[src/rtl/bp_update_queue.sv]
// bp_update_queue: FIFO between branch resolution and the PHT update port.
// Drains one update per cycle as a single-cycle write and repairs the local
// history pattern when consecutive updates hit the same PHT index, so that
// chained same-index updates train on the true history.
// Optional feature macro: BP_UPDATE_BYPASS_EN (0-cycle bypass when empty).

module bp_update_queue #(
    parameter int DEPTH     = 8,
    parameter int PHT_IDX_W = 5,
    parameter int LHT_IDX_W = 4
) (
    input  logic                   clk,
    input  logic                   rst_n,
    input  logic                   in_valid,
    output logic                   in_ready,
    input  logic [PHT_IDX_W-1:0]   in_pht_idx,
    input  logic                   in_taken,
    input  logic [1:0]             in_prev_state,
    input  logic [LHT_IDX_W-1:0]   in_prev_pattern,
    input  logic                   hold,
    output logic                   pht_we,
    output logic [PHT_IDX_W-1:0]   pht_idx,
    output logic                   pht_taken,
    output logic [1:0]             pht_prev_state,
    output logic [LHT_IDX_W-1:0]   pht_prev_pattern,
    output logic [$clog2(DEPTH):0] count
);

    localparam int AW = $clog2(DEPTH);
    localparam int CW = AW + 1;
    localparam logic [CW-1:0] FULL = CW'(DEPTH);

    typedef struct packed {
        logic [PHT_IDX_W-1:0] idx;
        logic                 taken;
        logic [1:0]           prev_state;
        logic [LHT_IDX_W-1:0] prev_pattern;
    } entry_t;

    entry_t               mem [DEPTH];
    logic [AW-1:0]        head;
    logic [AW-1:0]        tail;
    logic [CW-1:0]        count_q;

    entry_t               in_entry;
    entry_t               src;
    logic                 enq;
    logic                 deq;
    logic                 bypass;
    logic                 fire;

    logic                 last_vld;
    logic [PHT_IDX_W-1:0] last_idx;
    logic [LHT_IDX_W-1:0] last_pat;
    logic [LHT_IDX_W-1:0] out_pattern;

    assign in_entry = {in_pht_idx, in_taken, in_prev_state, in_prev_pattern};

    // A full queue never accepts, even if it drains in the same cycle.
    assign in_ready = (count_q != FULL);
    assign deq      = (count_q != '0) && !hold;

`ifdef BP_UPDATE_BYPASS_EN
    // Empty queue with a live input: hand it straight to the PHT port.
    // Gated with rst_n so no write can escape while reset is asserted.
    assign bypass = rst_n && (count_q == '0) && in_valid && !hold;
`else
    assign bypass = 1'b0;
`endif

    assign enq  = in_valid && in_ready && !bypass;
    assign fire = deq || bypass;
    assign src  = bypass ? in_entry : mem[head];

    // Repaired pattern: the previous write to this index already shifted in
    // its outcome, which the entry's prediction-time pattern did not see.
    assign out_pattern = (last_vld && (src.idx == last_idx)) ? last_pat
                                                             : src.prev_pattern;

    assign count = count_q;

    // Drive the PHT update port from the selected entry; zero when idle.
    always_comb begin
        pht_we           = 1'b0;
        pht_idx          = '0;
        pht_taken        = 1'b0;
        pht_prev_state   = '0;
        pht_prev_pattern = '0;
        if (fire) begin
            pht_we           = 1'b1;
            pht_idx          = src.idx;
            pht_taken        = src.taken;
            pht_prev_state   = src.prev_state;
            pht_prev_pattern = out_pattern;
        end
    end

    // Entry storage; contents are don't-care until written, so no reset.
    always_ff @(posedge clk) begin
        if (enq) begin
            mem[tail] <= in_entry;
        end
    end

    // Pointer and occupancy bookkeeping; count is kept independently of the pointers.
    always_ff @(posedge clk or negedge rst_n) begin
        if (!rst_n) begin
            head    <= '0;
            tail    <= '0;
            count_q <= '0;
        end else begin
            if (enq) begin
                tail <= tail + AW'(1);
            end
            if (deq) begin
                head <= head + AW'(1);
            end
            unique case ({enq, deq})
                2'b10:   count_q <= count_q + CW'(1);
                2'b01:   count_q <= count_q - CW'(1);
                default: count_q <= count_q;
            endcase
        end
    end

    // Remember the history each write leaves behind; survives hold and idle periods.
    always_ff @(posedge clk or negedge rst_n) begin
        if (!rst_n) begin
            last_vld <= 1'b0;
            last_idx <= '0;
            last_pat <= '0;
        end else if (fire) begin
            last_vld <= 1'b1;
            last_idx <= src.idx;
            last_pat <= {out_pattern[LHT_IDX_W-2:0], src.taken};
        end
    end

endmodule

[config.mk]
export PLATFORM = sky130hd
export DESIGN_NAME = bp_update_queue
export DESIGN_NICKNAME = d
export VERILOG_FILES = /design/src/rtl/bp_update_queue.sv
export SDC_FILE = /design/constraint.sdc
export NUM_CORES = 1
export LEC_CHECK = 0
export ABC_AREA = 0
export CAP_MARGIN = 20
export CORE_MARGIN = 3
export CORE_UTILIZATION = 55
export CTS_BUF_LIST = sky130_fd_sc_hd__clkbuf_16
export CTS_CLUSTER_DIAMETER = 80
export DETAILED_ROUTE_END_ITERATION = 8
export PLACE_DENSITY = 0.75
export SYNTH_ARGS = -nofsm -noshare
export SYNTH_HDL_FRONTEND = slang
export SYNTH_SLANG_ARGS = --single-unit
[constraint.sdc]
create_clock -name clk -period 3 [get_ports clk]
set_input_delay 0.6 -clock clk [delete_from_list [all_inputs] [get_ports clk]]
set_output_delay 0.6 -clock clk [all_outputs]
set_load 0.02 [all_outputs]
==> out/qor.log <==
[outcome] status finished, violations left
[outcome] failing checks negative setup slack
[clocking] cell chosen for the clock root clkbuf_16
[power] sequential share of power 33.5%
[synth] fraction of synthesized cell area in xor and xnor cells 2.583%
[cells_and_area] count of fill cells added during filler insertion 468
[global_routing] global-route wire length before repair 15,490 um
[clocking] clock tree buffer depth 2
[floorplan] core footprint 8258 um2
[sta] final clock period utilization by the worst path 107.5%
[clocking] number of buffers inserted during clock tree synthesis 17
[routing] vias after detailed routing 2,620
[power] worst IR drop on VDD 0.5335 mV
[routing] wire length the detailed router placed on met1 3843 um
[routing] Routed Wire Length 10,330 um
[power] Comb pwr share 37.4%
[synth] syn nets 276
[power] clock power share 29.1%
[place] quantity of I/O buffers inserted on ports 33
[routing] detailed-routing iteration count for the pre-antenna-repair pass 4
[clocking] clock transition at the registers of the reported paths 0.06 ns
[global_routing] initial antenna violation count 0
[critical_path] data arrival time at the worst-slack endpoint 2.63 ns
[routing] drc violations 0
[synth] post-synth design cell area 4700 um2
[power] Sw Ratio 33.37%
[flow_run] max-cap violation count 0
[routing] ratio of routed vias to standard cells 5.861
[cells_and_area] total inserted antenna cells 0
[global_routing] Overflow after GRT 0
[sta] PnR worst setup slack -0.2257 ns
[critical_path] crit end category output port
[routing] mean routed wirelength per cell 23.10 um
[place] HPWL Detailed 5844 um
[power] leak pwr 2.258 nW
[power] net switching power 2.289 mW
[sta] total setup violations reported at the end of the flow 4
[synth] number of flip-flops and latches in the synthesized netlist 116
[place] routability congestion estimate from global placement 0.7940
[clocking] number of clock sinks 116
[cells_and_area] post-route core utilization 73.91%
[global_routing] vias in the first global route 2,706
[sta] Hold Violations, Final 0
[cells_and_area] fraction of layout cells with a size suffix above 1 34.80%
[synth] fraction of the mapped netlist area in compound gates 3.328%
[synth] mean post-synth cell area 18.43 um2
[routing] number of violations reported at the end of detailed-routing iteration 0 215
[sta] actual slew at the worst max-slew pin 0.3253 ns
[floorplan] height of the chip 98.44 um
[power] Power Internal 4.572 mW
[critical_path] category of the critical setup timing path reg -> out
[sta] Fin Hold WS 0.4782 ns
[clocking] # hold bufs at CTS 0
[floorplan] Top Ports 34
[sta] RSZ-0062 raised after global routing yes
[routing] wire length on met3 733 um
[synth] Adder-Cell Fraction of Synth Area 1.331%
[sta] worst slew slack as a fraction of its limit 78.25%
[floorplan] die width 98.44 um
[clocking] Clock Latency Late Sink 0.41 ns
[cells_and_area] count of nets after finishing 350
[sta] clock skew after layout 0.008860 ns
[sta] post-layout minimum cycle time 3.226 ns
[routing] top sig layer met4
[global_routing] pin count of the biggest net entering global routing 21
[sta] f_max 0.3100 GHz
[synth] multiplexer fraction of the synthesized cell area 14.94%
[min_path] type of the tightest min-delay check reg -> reg
[power] total power per unit cell area 1124 nW/um2
[synth] number of distinct library cells after synthesis 30
[critical_path] biggest fanout along the worst timing path 8
[synth] Yosys top cell by area edfxtp_1
[sta] Final Max Tran Viols 0
[critical_path] element type at the critical path start register
[clocking] maximum level of the CTS H-tree 4
[synth] Synth Warn # 0
[synth] main area contributors after synthesis edfxtp_1 (61%), dfrtp_1 (11%), mux4_2 (11%), mux2i_1 (2.6%), nor2_1 (1.5%)
[synth] simple-gate area share of the yosys netlist 4.499%
[critical_path] data required time at the worst endpoint 2.40 ns
[synth] area share of the largest cell type after synthesis 61.34%
[routing] met2 wire length 5452 um
[synth] Post-Syn Instances 255
[floorplan] Die Area 9689 um2
[cells_and_area] area growth from synthesis to layout 29.87%
[routing] antenna viol nets, final 0
[floorplan] num rows 33
[place] Post-Place Worst Slack -0.3926 ns
[synth] largest family of logic cells by synthesized area multiplexers
[floorplan] starting utilization of the core area 56.91%
[clocking] clock tree from TritonCTS yes
[synth] sequential element share of the synthesized area 71.99%
[global_routing] total global routing track utilization 22.48%
cell families after synthesis:
group	Yosys count
buffers and inverters	12
AND/OR/NAND/NOR	48
XOR/XNOR	13
adder cells (fa/ha/maj)	5
flip-flops	116
multiplexers	39
AO/OA/AOI/OAI	22
routing by layer:
metal  track usage, %  vias to the layer above
met3            5.166                       21
li1                 -                     1147
met5                0                        -
met1            28.56                     1342
met4            11.76                        0
met2            36.51                      110
registers in the layout, summed over array words and instances, names as in the netlist:
| register | count |
|---|---|
| count | 4 |
| head | 3 |
| last_idx | 5 |
| last_pat | 4 |
| last_vld | 1 |
| mem | 96 |
| tail | 3 |
Yosys cell counts, drive strengths merged:
| master | count |
|---|---|
| nor3 | 3 |
| buf | 5 |
| clkbuf | 4 |
| ha | 5 |
| nor2 | 19 |
| edfxtp | 96 |
| inv | 3 |
| a21o | 7 |
| o31ai | 2 |
| xor2 | 8 |
| dfrtp | 20 |
| o21ai | 7 |
| o211ai | 3 |
| nand2b | 3 |
| xnor2 | 5 |
| a21oi | 2 |
| mux2i | 12 |
| nand3 | 4 |
| o22ai | 1 |
| nand2 | 17 |
| or2 | 2 |
| mux4 | 24 |
| mux2 | 3 |
layout by cell type, fill, tap and decap left out, drive strengths merged, types with 4 or more instances in the layout:
cell type and count:
a21o 7, buf 35, clkbuf 17, clkdlybuf4s50 23
clkinvlp 4, dfrtp 20, edfxtp 96, ha 5
inv 10, mux2i 12, mux4 24, nand2 17
nand3 4, nor2 19, o21ai 7, xnor2 5
xor2 8
cell type report:
class / instances / area [um2] / area share [%]
sequential: 116 / 3385 / 55.45
multi-input combinational: 127 / 1378 / 22.57
timing repair buffer: 64 / 604.3 / 9.902
clock buffer: 17 / 425.4 / 6.970
clock inverter: 15 / 168.9 / 2.768
tap: 105 / 131.4 / 2.153
inverter: 3 / 11.26 / 0.1845
critical path, stage by stage, from the launching register on:
cell and delay [ns]:
dfrtp_1 0.39, buf_12 0.15, mux4_2 0.53, mux2i_4 0.23, xor2_2 0.20, nand3_2 0.10
buf_4 0.18, o31ai_4 0.23, a21oi_2 0.04, buf_4 0.15
what timing repair did:
item | 4_1_cts | 5_1_grt
gates resized for setup | 49 | 8
setup endpoints to repair | 11 | 9
buffers inserted | 3 | 0
pin swaps | 10 | 3
endpoints found under the hold margin | 0 | 0
power by group through the flow:
stage	clock [mW]	sequential (mW)	combinational, mW
after floorplan	0	2.28	1.37
after global placement	0	2.28	2.16
after detailed placement	0	2.30	2.21
after CTS	2.01	2.29	2.50
after global routing	2.09	2.33	2.73
final	1.99	2.30	2.57
worst paths after layout:
| check | cells past startpoint | from | slack, ns | endpoint |
|---|---|---|---|---|
| max | 9 | head[1] | -0.23 | pht_prev_pattern[3] |
| min | 1 | last_pat[0] | 0.48 | last_pat[0] |
| max reg2reg | 11 | count[1] | 0.51 | count[2] |
| min reg2reg | 1 | last_pat[0] | 0.48 | last_pat[0] |
| max in group asynchronous | 2 | rst_n | 2.22 | head[0] |
| min in group asynchronous | 2 | rst_n | 0.54 | count[1] |
through the flow:
stage / setup TNS, ns / instances / total power, mW / cell area (um2)
after floorplan: 0 / 255 / 3.656 / 4700
after global placement: -1.075 / 412 / 4.438 / 5355
after detailed placement: -1.496 / 412 / 4.505 / 5355
after CTS: -0.8716 / 447 / 6.797 / 6076
after global routing: -1.332 / 447 / 7.151 / 6103
final: -0.8600 / 447 / 6.861 / 6103
Power figures use the tool's default switching activity.
